[src/rtl/spi_slave_responder_if.sv]
// Pin-side and stream-side signal bundle for spi_slave_responder.
// Defining SPI_DUAL_LANE_EN adds the second data lane (mosi1/miso1) and the cfg_dual select.
`timescale 1ns/1ps
interface spi_slave_responder_if #(
    parameter int DATA_WIDTH = 8
);
    logic [1:0]            cfg_mode;
    logic                  cfg_dir;
    logic                  sclk;
    logic                  cs_n;
    logic                  mosi0;
    logic                  miso0;
    logic                  miso0_oe;
    logic [DATA_WIDTH-1:0] tx_data;
    logic                  tx_valid;
    logic                  tx_ready;
    logic [DATA_WIDTH-1:0] rx_data;
    logic                  rx_valid;
    logic                  tx_underrun;
    logic                  abort;
`ifdef SPI_DUAL_LANE_EN
    logic                  mosi1;
    logic                  miso1;
    logic                  cfg_dual;
`endif

    modport slave (
`ifdef SPI_DUAL_LANE_EN
        input  mosi1, cfg_dual,
        output miso1,
`endif
        input  cfg_mode, cfg_dir, sclk, cs_n, mosi0, tx_data, tx_valid,
        output miso0, miso0_oe, tx_ready, rx_data, rx_valid, tx_underrun, abort
    );

    modport master (
`ifdef SPI_DUAL_LANE_EN
        output mosi1, cfg_dual,
        input  miso1,
`endif
        output cfg_mode, cfg_dir, sclk, cs_n, mosi0, tx_data, tx_valid,
        input  miso0, miso0_oe, tx_ready, rx_data, rx_valid, tx_underrun, abort
    );
endinterface

[src/rtl/spi_slave_responder.sv]
// SPI responder: oversamples sclk/cs_n/mosi in the pclk domain, all four CPOL/CPHA modes, LSB/MSB first.
// Optional SPI_DUAL_LANE_EN macro enables two bits per sclk edge on mosi1/mosi0 and miso1/miso0.
`timescale 1ns/1ps
module spi_slave_responder #(
    parameter int DATA_WIDTH  = 8,
    parameter int SYNC_STAGES = 2
) (
    input  logic                  pclk,
    input  logic                  areset,
    spi_slave_responder_if.slave  bus
);
    localparam int                CNT_W       = $clog2(DATA_WIDTH);
    localparam logic [CNT_W-1:0]  LAST_SINGLE = CNT_W'(DATA_WIDTH - 1);
`ifdef SPI_DUAL_LANE_EN
    localparam logic [CNT_W-1:0]  LAST_DUAL   = CNT_W'(DATA_WIDTH / 2 - 1);
`endif

    typedef enum logic [1:0] {
        ST_IDLE  = 2'd0,
        ST_LOAD  = 2'd1,
        ST_SHIFT = 2'd2
    } state_e;

    function automatic logic [DATA_WIDTH-1:0] shift_out(input logic [DATA_WIDTH-1:0] w,
                                                        input logic msb, input logic two);
        logic [DATA_WIDTH-1:0] r;
        if (msb) begin
            r = two ? (w << 2'd2) : (w << 2'd1);
        end else begin
            r = two ? (w >> 2'd2) : (w >> 2'd1);
        end
        return r;
    endfunction

    // Bit on lane 0 that leaves next; in dual mode lane 0 carries the lower bit of the pair.
    function automatic logic head0(input logic [DATA_WIDTH-1:0] w, input logic msb, input logic two);
        logic r;
        if (msb) begin
            r = two ? w[DATA_WIDTH-2] : w[DATA_WIDTH-1];
        end else begin
            r = w[0];
        end
        return r;
    endfunction

`ifdef SPI_DUAL_LANE_EN
    function automatic logic head1(input logic [DATA_WIDTH-1:0] w, input logic msb);
        logic r;
        if (msb) begin
            r = w[DATA_WIDTH-1];
        end else begin
            r = w[1];
        end
        return r;
    endfunction
`endif

    function automatic logic [DATA_WIDTH-1:0] rx_insert(input logic [DATA_WIDTH-1:0] r,
                                                        input logic msb, input logic two,
                                                        input logic m1, input logic m0);
        logic [DATA_WIDTH-1:0] n;
        if (msb) begin
            n = two ? {r[DATA_WIDTH-3:0], m1, m0} : {r[DATA_WIDTH-2:0], m0};
        end else begin
            n = two ? {m1, m0, r[DATA_WIDTH-1:2]} : {m0, r[DATA_WIDTH-1:1]};
        end
        return n;
    endfunction

    logic [SYNC_STAGES-1:0] sclk_sync_q, cs_sync_q, mosi0_sync_q;
    logic                   sclk_s, cs_s, mosi0_s, mosi1_s, dual_s;
    logic                   sclk_prev_q, cs_prev_q;
    logic                   sclk_rise_s, sclk_fall_s, lead_s, trail_s, sample_s, shout_s, cs_fall_s;
    logic [CNT_W-1:0]       last_cnt_s;
    logic [DATA_WIDTH-1:0]  load_word_s, rx_next_s;

    state_e                 state_q, state_d;
    logic [1:0]             mode_q, mode_d;
    logic                   dir_q, dir_d;
    logic [CNT_W-1:0]       bit_cnt_q, bit_cnt_d;
    logic [DATA_WIDTH-1:0]  tx_shift_q, tx_shift_d;
    logic [DATA_WIDTH-1:0]  rx_shift_q, rx_shift_d;
    logic [DATA_WIDTH-1:0]  rx_data_q, rx_data_d;
    logic                   rx_valid_q, rx_valid_d;
    logic                   tx_ready_q, tx_ready_d;
    logic                   tx_underrun_q, tx_underrun_d;
    logic                   abort_q, abort_d;
    logic                   miso0_q, miso0_d;
    logic                   oe_q, oe_d;

    // Input synchronisers; cs_n resets high so a freshly reset core sees an idle bus.
    always_ff @(posedge pclk or negedge areset) begin
        if (!areset) begin
            sclk_sync_q  <= '0;
            cs_sync_q    <= '1;
            mosi0_sync_q <= '0;
        end else begin
            sclk_sync_q  <= {sclk_sync_q[SYNC_STAGES-2:0], bus.sclk};
            cs_sync_q    <= {cs_sync_q[SYNC_STAGES-2:0], bus.cs_n};
            mosi0_sync_q <= {mosi0_sync_q[SYNC_STAGES-2:0], bus.mosi0};
        end
    end

`ifdef SPI_DUAL_LANE_EN
    logic [SYNC_STAGES-1:0] mosi1_sync_q;
    logic                   dual_q, dual_d;
    logic                   miso1_q, miso1_d;

    // Second-lane synchroniser, dual-mode latch and lane-1 output register.
    always_ff @(posedge pclk or negedge areset) begin
        if (!areset) begin
            mosi1_sync_q <= '0;
            dual_q       <= 1'b0;
            miso1_q      <= 1'b0;
        end else begin
            mosi1_sync_q <= {mosi1_sync_q[SYNC_STAGES-2:0], bus.mosi1};
            dual_q       <= dual_d;
            miso1_q      <= miso1_d;
        end
    end

    assign mosi1_s   = mosi1_sync_q[SYNC_STAGES-1];
    assign dual_s    = dual_q;
    assign bus.miso1 = miso1_q;
`else
    assign mosi1_s   = 1'b0;
    assign dual_s    = 1'b0;
`endif

    assign sclk_s      = sclk_sync_q[SYNC_STAGES-1];
    assign cs_s        = cs_sync_q[SYNC_STAGES-1];
    assign mosi0_s     = mosi0_sync_q[SYNC_STAGES-1];
    assign sclk_rise_s = sclk_s & ~sclk_prev_q;
    assign sclk_fall_s = ~sclk_s & sclk_prev_q;
    assign lead_s      = mode_q[1] ? sclk_fall_s : sclk_rise_s;
    assign trail_s     = mode_q[1] ? sclk_rise_s : sclk_fall_s;
    assign sample_s    = mode_q[0] ? trail_s : lead_s;
    assign shout_s     = mode_q[0] ? lead_s : trail_s;
    assign cs_fall_s   = cs_prev_q & ~cs_s;
`ifdef SPI_DUAL_LANE_EN
    assign last_cnt_s  = dual_s ? LAST_DUAL : LAST_SINGLE;
`else
    assign last_cnt_s  = LAST_SINGLE;
`endif
    assign load_word_s = bus.tx_valid ? bus.tx_data : {DATA_WIDTH{1'b0}};
    assign rx_next_s   = rx_insert(rx_shift_q, dir_q, dual_s, mosi1_s, mosi0_s);

    // State and datapath registers.
    always_ff @(posedge pclk or negedge areset) begin
        if (!areset) begin
            state_q       <= ST_IDLE;
            sclk_prev_q   <= 1'b0;
            cs_prev_q     <= 1'b1;
            mode_q        <= 2'b00;
            dir_q         <= 1'b0;
            bit_cnt_q     <= '0;
            tx_shift_q    <= '0;
            rx_shift_q    <= '0;
            rx_data_q     <= '0;
            rx_valid_q    <= 1'b0;
            tx_ready_q    <= 1'b0;
            tx_underrun_q <= 1'b0;
            abort_q       <= 1'b0;
            miso0_q       <= 1'b0;
            oe_q          <= 1'b0;
        end else begin
            state_q       <= state_d;
            sclk_prev_q   <= sclk_s;
            cs_prev_q     <= cs_s;
            mode_q        <= mode_d;
            dir_q         <= dir_d;
            bit_cnt_q     <= bit_cnt_d;
            tx_shift_q    <= tx_shift_d;
            rx_shift_q    <= rx_shift_d;
            rx_data_q     <= rx_data_d;
            rx_valid_q    <= rx_valid_d;
            tx_ready_q    <= tx_ready_d;
            tx_underrun_q <= tx_underrun_d;
            abort_q       <= abort_d;
            miso0_q       <= miso0_d;
            oe_q          <= oe_d;
        end
    end

    // Next-state and output logic; sclk edges only matter in SHIFT.
    always_comb begin
        state_d       = state_q;
        mode_d        = mode_q;
        dir_d         = dir_q;
        bit_cnt_d     = bit_cnt_q;
        tx_shift_d    = tx_shift_q;
        rx_shift_d    = rx_shift_q;
        rx_data_d     = rx_data_q;
        rx_valid_d    = 1'b0;
        tx_ready_d    = 1'b0;
        tx_underrun_d = 1'b0;
        abort_d       = 1'b0;
        miso0_d       = miso0_q;
        oe_d          = ~cs_s;
`ifdef SPI_DUAL_LANE_EN
        dual_d        = dual_q;
        miso1_d       = miso1_q;
`endif
        case (state_q)
            ST_IDLE: begin
                miso0_d   = 1'b0;
                bit_cnt_d = '0;
`ifdef SPI_DUAL_LANE_EN
                miso1_d   = 1'b0;
`endif
                if (cs_fall_s) begin
                    mode_d  = bus.cfg_mode;
                    dir_d   = bus.cfg_dir;
`ifdef SPI_DUAL_LANE_EN
                    dual_d  = bus.cfg_dual;
`endif
                    state_d = ST_LOAD;
                end else begin
                    state_d = ST_IDLE;
                end
            end
            ST_LOAD: begin
                if (cs_s) begin
                    miso0_d = 1'b0;
`ifdef SPI_DUAL_LANE_EN
                    miso1_d = 1'b0;
`endif
                    state_d = ST_IDLE;
                end else begin
                    tx_ready_d    = bus.tx_valid;
                    tx_underrun_d = ~bus.tx_valid;
                    rx_shift_d    = '0;
                    bit_cnt_d     = '0;
                    // CPHA=0 needs the first bit on the line before the first leading edge.
                    if (mode_q[0]) begin
                        tx_shift_d = load_word_s;
                    end else begin
                        miso0_d    = head0(load_word_s, dir_q, dual_s);
`ifdef SPI_DUAL_LANE_EN
                        miso1_d    = head1(load_word_s, dir_q);
`endif
                        tx_shift_d = shift_out(load_word_s, dir_q, dual_s);
                    end
                    state_d = ST_SHIFT;
                end
            end
            ST_SHIFT: begin
                if (cs_s) begin
                    miso0_d   = 1'b0;
`ifdef SPI_DUAL_LANE_EN
                    miso1_d   = 1'b0;
`endif
                    abort_d   = (bit_cnt_q != '0);
                    bit_cnt_d = '0;
                    state_d   = ST_IDLE;
                end else if (sample_s) begin
                    rx_shift_d = rx_next_s;
                    if (bit_cnt_q == last_cnt_s) begin
                        rx_data_d     = rx_next_s;
                        rx_valid_d    = 1'b1;
                        bit_cnt_d     = '0;
                        tx_shift_d    = load_word_s;
                        tx_ready_d    = bus.tx_valid;
                        tx_underrun_d = ~bus.tx_valid;
                    end else begin
                        bit_cnt_d = bit_cnt_q + CNT_W'(1);
                    end
                end else if (shout_s) begin
                    miso0_d    = head0(tx_shift_q, dir_q, dual_s);
`ifdef SPI_DUAL_LANE_EN
                    miso1_d    = head1(tx_shift_q, dir_q);
`endif
                    tx_shift_d = shift_out(tx_shift_q, dir_q, dual_s);
                end else begin
                    state_d = ST_SHIFT;
                end
            end
            default: begin
                state_d = ST_IDLE;
            end
        endcase
    end

    assign bus.miso0       = miso0_q;
    assign bus.miso0_oe    = oe_q;
    assign bus.tx_ready    = tx_ready_q;
    assign bus.rx_data     = rx_data_q;
    assign bus.rx_valid    = rx_valid_q;
    assign bus.tx_underrun = tx_underrun_q;
    assign bus.abort       = abort_q;
endmodule

[src/flat_wrapper.sv]
// flat-port wrapper written by rule: the top's interface ports become plain ports
module spi_slave_responder_flat 
#(
    parameter int DATA_WIDTH  = 8,
    parameter int SYNC_STAGES = 2
)
  (pclk, areset, bus_cfg_mode, bus_cfg_dir, bus_sclk, bus_cs_n, bus_mosi0, bus_tx_data, bus_tx_valid, bus_miso0, bus_miso0_oe, bus_tx_ready, bus_rx_data, bus_rx_valid, bus_tx_underrun, bus_abort);
  spi_slave_responder_if #(.DATA_WIDTH(DATA_WIDTH)) bus_i ();
  input  logic pclk;
  input  logic areset;
  input wire logic [$bits(bus_i.cfg_mode)-1:0] bus_cfg_mode;
  input wire logic [$bits(bus_i.cfg_dir)-1:0] bus_cfg_dir;
  input wire logic [$bits(bus_i.sclk)-1:0] bus_sclk;
  input wire logic [$bits(bus_i.cs_n)-1:0] bus_cs_n;
  input wire logic [$bits(bus_i.mosi0)-1:0] bus_mosi0;
  input wire logic [$bits(bus_i.tx_data)-1:0] bus_tx_data;
  input wire logic [$bits(bus_i.tx_valid)-1:0] bus_tx_valid;
  output wire logic [$bits(bus_i.miso0)-1:0] bus_miso0;
  output wire logic [$bits(bus_i.miso0_oe)-1:0] bus_miso0_oe;
  output wire logic [$bits(bus_i.tx_ready)-1:0] bus_tx_ready;
  output wire logic [$bits(bus_i.rx_data)-1:0] bus_rx_data;
  output wire logic [$bits(bus_i.rx_valid)-1:0] bus_rx_valid;
  output wire logic [$bits(bus_i.tx_underrun)-1:0] bus_tx_underrun;
  output wire logic [$bits(bus_i.abort)-1:0] bus_abort;
  assign bus_i.cfg_mode = bus_cfg_mode;
  assign bus_i.cfg_dir = bus_cfg_dir;
  assign bus_i.sclk = bus_sclk;
  assign bus_i.cs_n = bus_cs_n;
  assign bus_i.mosi0 = bus_mosi0;
  assign bus_i.tx_data = bus_tx_data;
  assign bus_i.tx_valid = bus_tx_valid;
  assign bus_miso0 = bus_i.miso0;
  assign bus_miso0_oe = bus_i.miso0_oe;
  assign bus_tx_ready = bus_i.tx_ready;
  assign bus_rx_data = bus_i.rx_data;
  assign bus_rx_valid = bus_i.rx_valid;
  assign bus_tx_underrun = bus_i.tx_underrun;
  assign bus_abort = bus_i.abort;
  spi_slave_responder #(.DATA_WIDTH(DATA_WIDTH), .SYNC_STAGES(SYNC_STAGES)) u_core (.pclk(pclk), .areset(areset), .bus(bus_i));
endmodule
[config.mk]
export PLATFORM = sky130hd
export DESIGN_NAME = spi_slave_responder_flat
export DESIGN_NICKNAME = d
export VERILOG_FILES = /design/src/rtl/spi_slave_responder_if.sv /design/src/rtl/spi_slave_responder.sv /design/src/flat_wrapper.sv
export SDC_FILE = /design/constraint.sdc
export NUM_CORES = 1
export LEC_CHECK = 0
export CAP_MARGIN = 20
export CORE_MARGIN = 1.5
export CORE_UTILIZATION = 60
export DETAILED_ROUTE_END_ITERATION = 16
export MAX_ROUTING_LAYER = met4
export PLACE_DENSITY_LB_ADDON = 0.15
export SLEW_MARGIN = 20
export SYNTH_ARGS = -nofsm -noshare
export SYNTH_HDL_FRONTEND = slang
export SYNTH_SLANG_ARGS = --single-unit
export TNS_END_PERCENT = 1
[constraint.sdc]
create_clock -name pclk -period 3.25 [get_ports pclk]
set_input_delay 0.325 -clock pclk [delete_from_list [all_inputs] [get_ports pclk]]
set_output_delay 0.325 -clock pclk [all_outputs]
set_load 0.02 [all_outputs]
== Word level (Yosys, flattened, before mapping) ==
Cells that the tools add are included.
Word-level totals
  register bits after elaboration: 46
Operators by class
  bitwise gates (word level): 7
  reduce and logical (&&, ||, !) cells: 11
  equal/unequal tests: 13
  $add $sub $neg: 1
  multiplexer cells: 54
Operator list (number)
  $mux W8: 13
  $pmux W8 S2: 2
  $mux W1: 26
  $mux W3: 4
  $reduce_and A4 Y1: 3
  $ne A3 B1 Y1 const B: 3
  $ne A3 B2 Y1 const B: 3
  $pmux W3 S3: 1
  $mux W2: 4
  $pmux W2 S3: 1
  $reduce_bool A3 Y1: 2
  $reduce_and A5 Y1: 1
  $ne A2 B2 Y1 const B: 2
  $not A1 Y1: 4
  $pmux W1 S2: 2
  $reduce_and A2 Y1: 2
  $add A3 B1 Y3 const B: 1
  $and A1 B1 Y1: 3
  $eq A3 B3 Y1 const B: 1
  $ne A3 B3 Y1 const B: 1
  $pmux W1 S3: 1
  $reduce_and A3 Y1: 1
  $eq A2 B1 Y1 const B: 1
  $eq A2 B2 Y1 const B: 1
  3 further kinds: 3

== Depth between registers and ports, before layout ==
  depth after elaboration: 8
  mapped depth: 8
  gate-level depth less buffers: 6

== Least setup slack after synthesis ==
Ideal clock, no wire load.
  kind: register -> register
  start point: reg u_core.bit_cnt_q[0]
  end point: reg u_core.tx_shift_q[0]
  data arrival time: 1.810 ns
  period minus slack after synthesis: 1.944 ns
  setup time: 0.134 ns
  setup slack: 1.306 ns
  path buffers: 1
  cell stages (with the launch flop): 8
  path through: dfrtp_1 ha_1 ha_1 or3b_1 mux2i_2 or3_1 buf_2 o211ai_1
Between the ends
  word-level cells in the longest chain between the ends: 3
RTL lines
  from (decl): RTL line spi_slave_responder.sv:80  | logic [CNT_W-1:0] bit_cnt_q, bit_cnt_d;
  from (signal assigned): RTL line spi_slave_responder.sv:172  | bit_cnt_q <= bit_cnt_d;
  $eq A3 B3 Y1: RTL line spi_slave_responder.sv:258  | if (bit_cnt_q == last_cnt_s) begin
  $ne A3 B3 Y1 (no source line)
  $reduce_and A5 Y1 (no source line)
  to (signal assigned): RTL line spi_slave_responder.sv:173  | tx_shift_q <= tx_shift_d;
  to (decl): RTL line spi_slave_responder.sv:81  | logic [DATA_WIDTH-1:0] tx_shift_q, tx_shift_d;
Every way passes these cells.
A chain may end at the register's enable or synchronous reset.

== Worst setup path after layout ==
  start point: reg u_core.state_q[0]
  end point: reg u_core.tx_shift_q[6]
Between the ends
  word-level cells in the longest chain between the ends: 3
  elaborated cells on any way between the ends: 9
  classes of those cells: 6 x eq/ne; 1 x mux; 2 x reduce/logical
RTL lines
  from (decl): RTL line spi_slave_responder.sv:77  | state_e state_q, state_d;
  from (signal assigned): RTL line spi_slave_responder.sv:167  | state_q <= state_d;
  $eq A2 B2 Y1 or $eq A2 B1 Y1 (tied branches): RTL line spi_slave_responder.sv:204  | case (state_q)
  $ne A3 B1 Y1 (no source line) (tied with other cells)
  $reduce_and A5 Y1 (no source line)
Several ways; a longest one is shown, not always the timed one.

==> flow_summary.ini <==
[clock_tree]
number_of_cells_upsized_or_downsized_after_cts = 0
cts_inserted_buffers = 5
worst_skew_pair.late_latency_ns = 0.30
cts_htree_levels = 2
number_of_buffers_inserted_by_post_cts_setup_repair = 0
cts.clk_slew.worst_paths_ns = 0.09
cts.sink_count = 46
master_cell_of_the_clock_root_buffer = clkbuf_8
cts_tree = yes
postCtsHoldBufs = 0
clk_path_buf_depth = 2

[detailed_routing]
postRouteAntennaNets = 0
wl_per_cell_um = 17.3
total_routed_length_um = 5150
firstDrtPassIters = 4
drc = 0
detailroute.via_count = 1836
first_iter_violations = 181
detail_route.vias_per_cell = 6.16

[layout]
nNetsFinal = 272
nFillCells = 310
finalNonFillerCells = 298
share_of_layout_cells_above_drive_strength_1 = 0.202
area_delta_synth_final_pct = 15.3
seqCellArea_um2 = 1150
fin_util = 0.724
number_of_inserted_diodes = 0
multi_input_area_um2 = 1260

[timing]
timing.setup.tns_ns = 0
period_needed_ns = 2.43
timing.clock.skew_ns = 0.00347
finalWorstSetupSlack_ns = 0.815
final_count_of_negative_setup_slack_endpoints = 0
slew_headroom = 0.537
tightestPinTransition_ns = 0.675
rsz0062_at_grt = false
fin_crit_sh = 0.749
timing.fmax_ghz = 0.411
timing.final.hold_violations = 0
report.final.slew_viol_count = 0

[grt]
gr-usage-all-layers = 0.252
grt_start_max_net_pins = 47
first_pass_grt_wire_length_um = 8360
vias_in_the_first_global_route = 1762
global_route.overflow_total = 0
antenna_found_initial = 0

[placed_design]
place.detailed.instances = 290
routabilityCongestion = 0.878
placement.io_buffers = 30
pre_cts_ws_ns = 0.863
place.detailed.hpwl_um = 3590

[synthesis]
postSynthCellCount = 224
synth_edf_count = 0
synth_area_leaders = dfrtp_1 (43%), mux2_2 (12%), ha_1 (4.0%), mux2i_1 (4.0%), a22o_1 (3.5%)
synthMostInstantiatedCell = dfrtp_1
post_synth_design_cell_area_um2 = 2530
synth_sequential_area_ratio = 0.457
postSynth.asyncResetShare = 1.00
synth_area_leader_cell = dfrtp_1
yosys-top-cells-count = dfrtp_1 (43), mux2_2 (28), o21ai_0 (17)
synthDistinctLibCells = 44
synth.yosys.warnings = 0
synth_top_area_share = 0.426
avgSynthCellArea_um2 = 11.3
ys_ff_latch = 46
syn-num-nets = 249
synthFlopType = dfrtp_1

[setup_path]
timing_worst_setup_path_type = reg -> reg
critical-path-max-stage-delay_ns = 0.57
startpoint_type = register
crit_path_max_fanout = 14
worst_ep_arrival_time_ns = 2.65
timing.critical_path.cells = inv_1 > ha_1 > inv_1 > a32oi_1 > or3_1 > o211ai_1
cpMaxStageDelayCell = or3_1
path_common_cell = inv_1
required_ns = 3.46
worst_r2r_path_depth = 6
critPathCaptureType = register

[floorplan]
floorplan.die.width_um = 67.9
dieArea_um2 = 4610
placeableCoreArea_um2 = 4030
row_count = 23
fp.dieH_um = 67.9
io_pins = 31
effective_utilization_at_floorplan = 0.628

[pwr]
worst_ir_drop_vdd_mv = 0.349
cellLeakagePower_uw = 0.00127
power.density_cell_area_nw_per_um2 = 531
power.total_uw = 1550

[status]
outcome = finished, final reports clean

[min_path]
holdCritPathClass = in -> async

[job]
max-cap-violations = 0
==> final timing paths <==
path / startpoint / end / slack, ns
setup / recovery: u_core.state_q[0] / u_core.tx_shift_q[6] / 0.82
hold / removal: areset / u_core.tx_shift_q[7] / 0.02
setup reg to reg: u_core.state_q[0] / u_core.tx_shift_q[6] / 0.82
hold reg to reg: u_core.cs_sync_q[0] / u_core.cs_sync_q[1] / 0.36
max in group asynchronous: areset / u_core.tx_shift_q[1] / 2.84
min in group pclk: u_core.cs_sync_q[0] / u_core.cs_sync_q[1] / 0.36
==> critical path: cells and delay by family, from the launching register on <==
| family | cells | cell delay, ns |
|---|---|---|
| buf+inv | 2 | 0.47 |
| fa+ha+maj | 1 | 0.31 |
| flops | 1 | 0.42 |
| simple gates | 1 | 0.57 |
| compound gates | 2 | 0.59 |
==> per-layer routing <==
layer | share of wire | wire length (µm) | up-vias | global-route usage
met3 | 0.041 | 211 | 7 | 0.0510
met1 | 0.46 | 2360 | 908 | 0.322
li1 | - | - | 875 | -
met2 | 0.49 | 2520 | 46 | 0.413
met5 | 0 | 0 | - | -
met4 | 0.011 | 55 | 0 | 0.0675
==> state kept, by name, summed over array words and instances (netlist names), 2 cells and up <==
register and cells:
u_core.tx_shift_q 8, u_core.sclk_sync_q 2, u_core.bit_cnt_q 3, u_core.mosi0_sync_q 2, u_core.mode_q 2, u_core.bus.rx_data 8, u_core.state_q 2, u_core.cs_sync_q 2
u_core.rx_shift_q 8
==> metrics by stage <==
stage | instance area, µm² | hold slack (ns)
CTS | 2910 | 0.227
detailed placement | 2810 | 0.342
floorplan | 2530 | 0.0294
global placement | 2810 | 0.333
global route | 2920 | 0.0529
finish | 2920 | 0.0153
==> cells in the final DEF (no fill, tap or decap), types with 9 or more instances in the layout <==
cell,netlist,routed
nand2_1,15,15
o21ai_0,17,17
mux2i_1,10,10
dfrtp_1,43,43
a22o_1,10,10
mux2_2,28,28
clkdlybuf4s50_1,0,29
nand4_1,9,9
==> kinds of logic after synthesis <==
family	synth area share
adders and majority gates	0.0396
AOI/OAI and AO/OA	0.157
and+or+nand+nor	0.107
muxes	0.176
buffers and inverters	0.0450
xor gates and xnor gates	0.0193
DFF	0.457
==> final cells by class <==
class / instances / share of cell area
multi-input cells: 154 / 0.432
clock buffers: 6 / 0.0283
repair buffers: 31 / 0.105
flip-flops and latches: 46 / 0.396
well taps: 50 / 0.0215
inverters: 9 / 0.0116
clock inverters: 2 / 0.00558
==> report_power, final <==
part / total, µW / switching [µW] / internal [µW] / leakage, µW
clock network: 375 / 200 / 175 / 0.0000478
logic: 451 / 228 / 223 / 0.000618
registers: 724 / 90.4 / 633 / 0.000604
total: 1550 / 518 / 1030 / 0.00127
No activity file was read; power rests on OpenSTA's default activity.
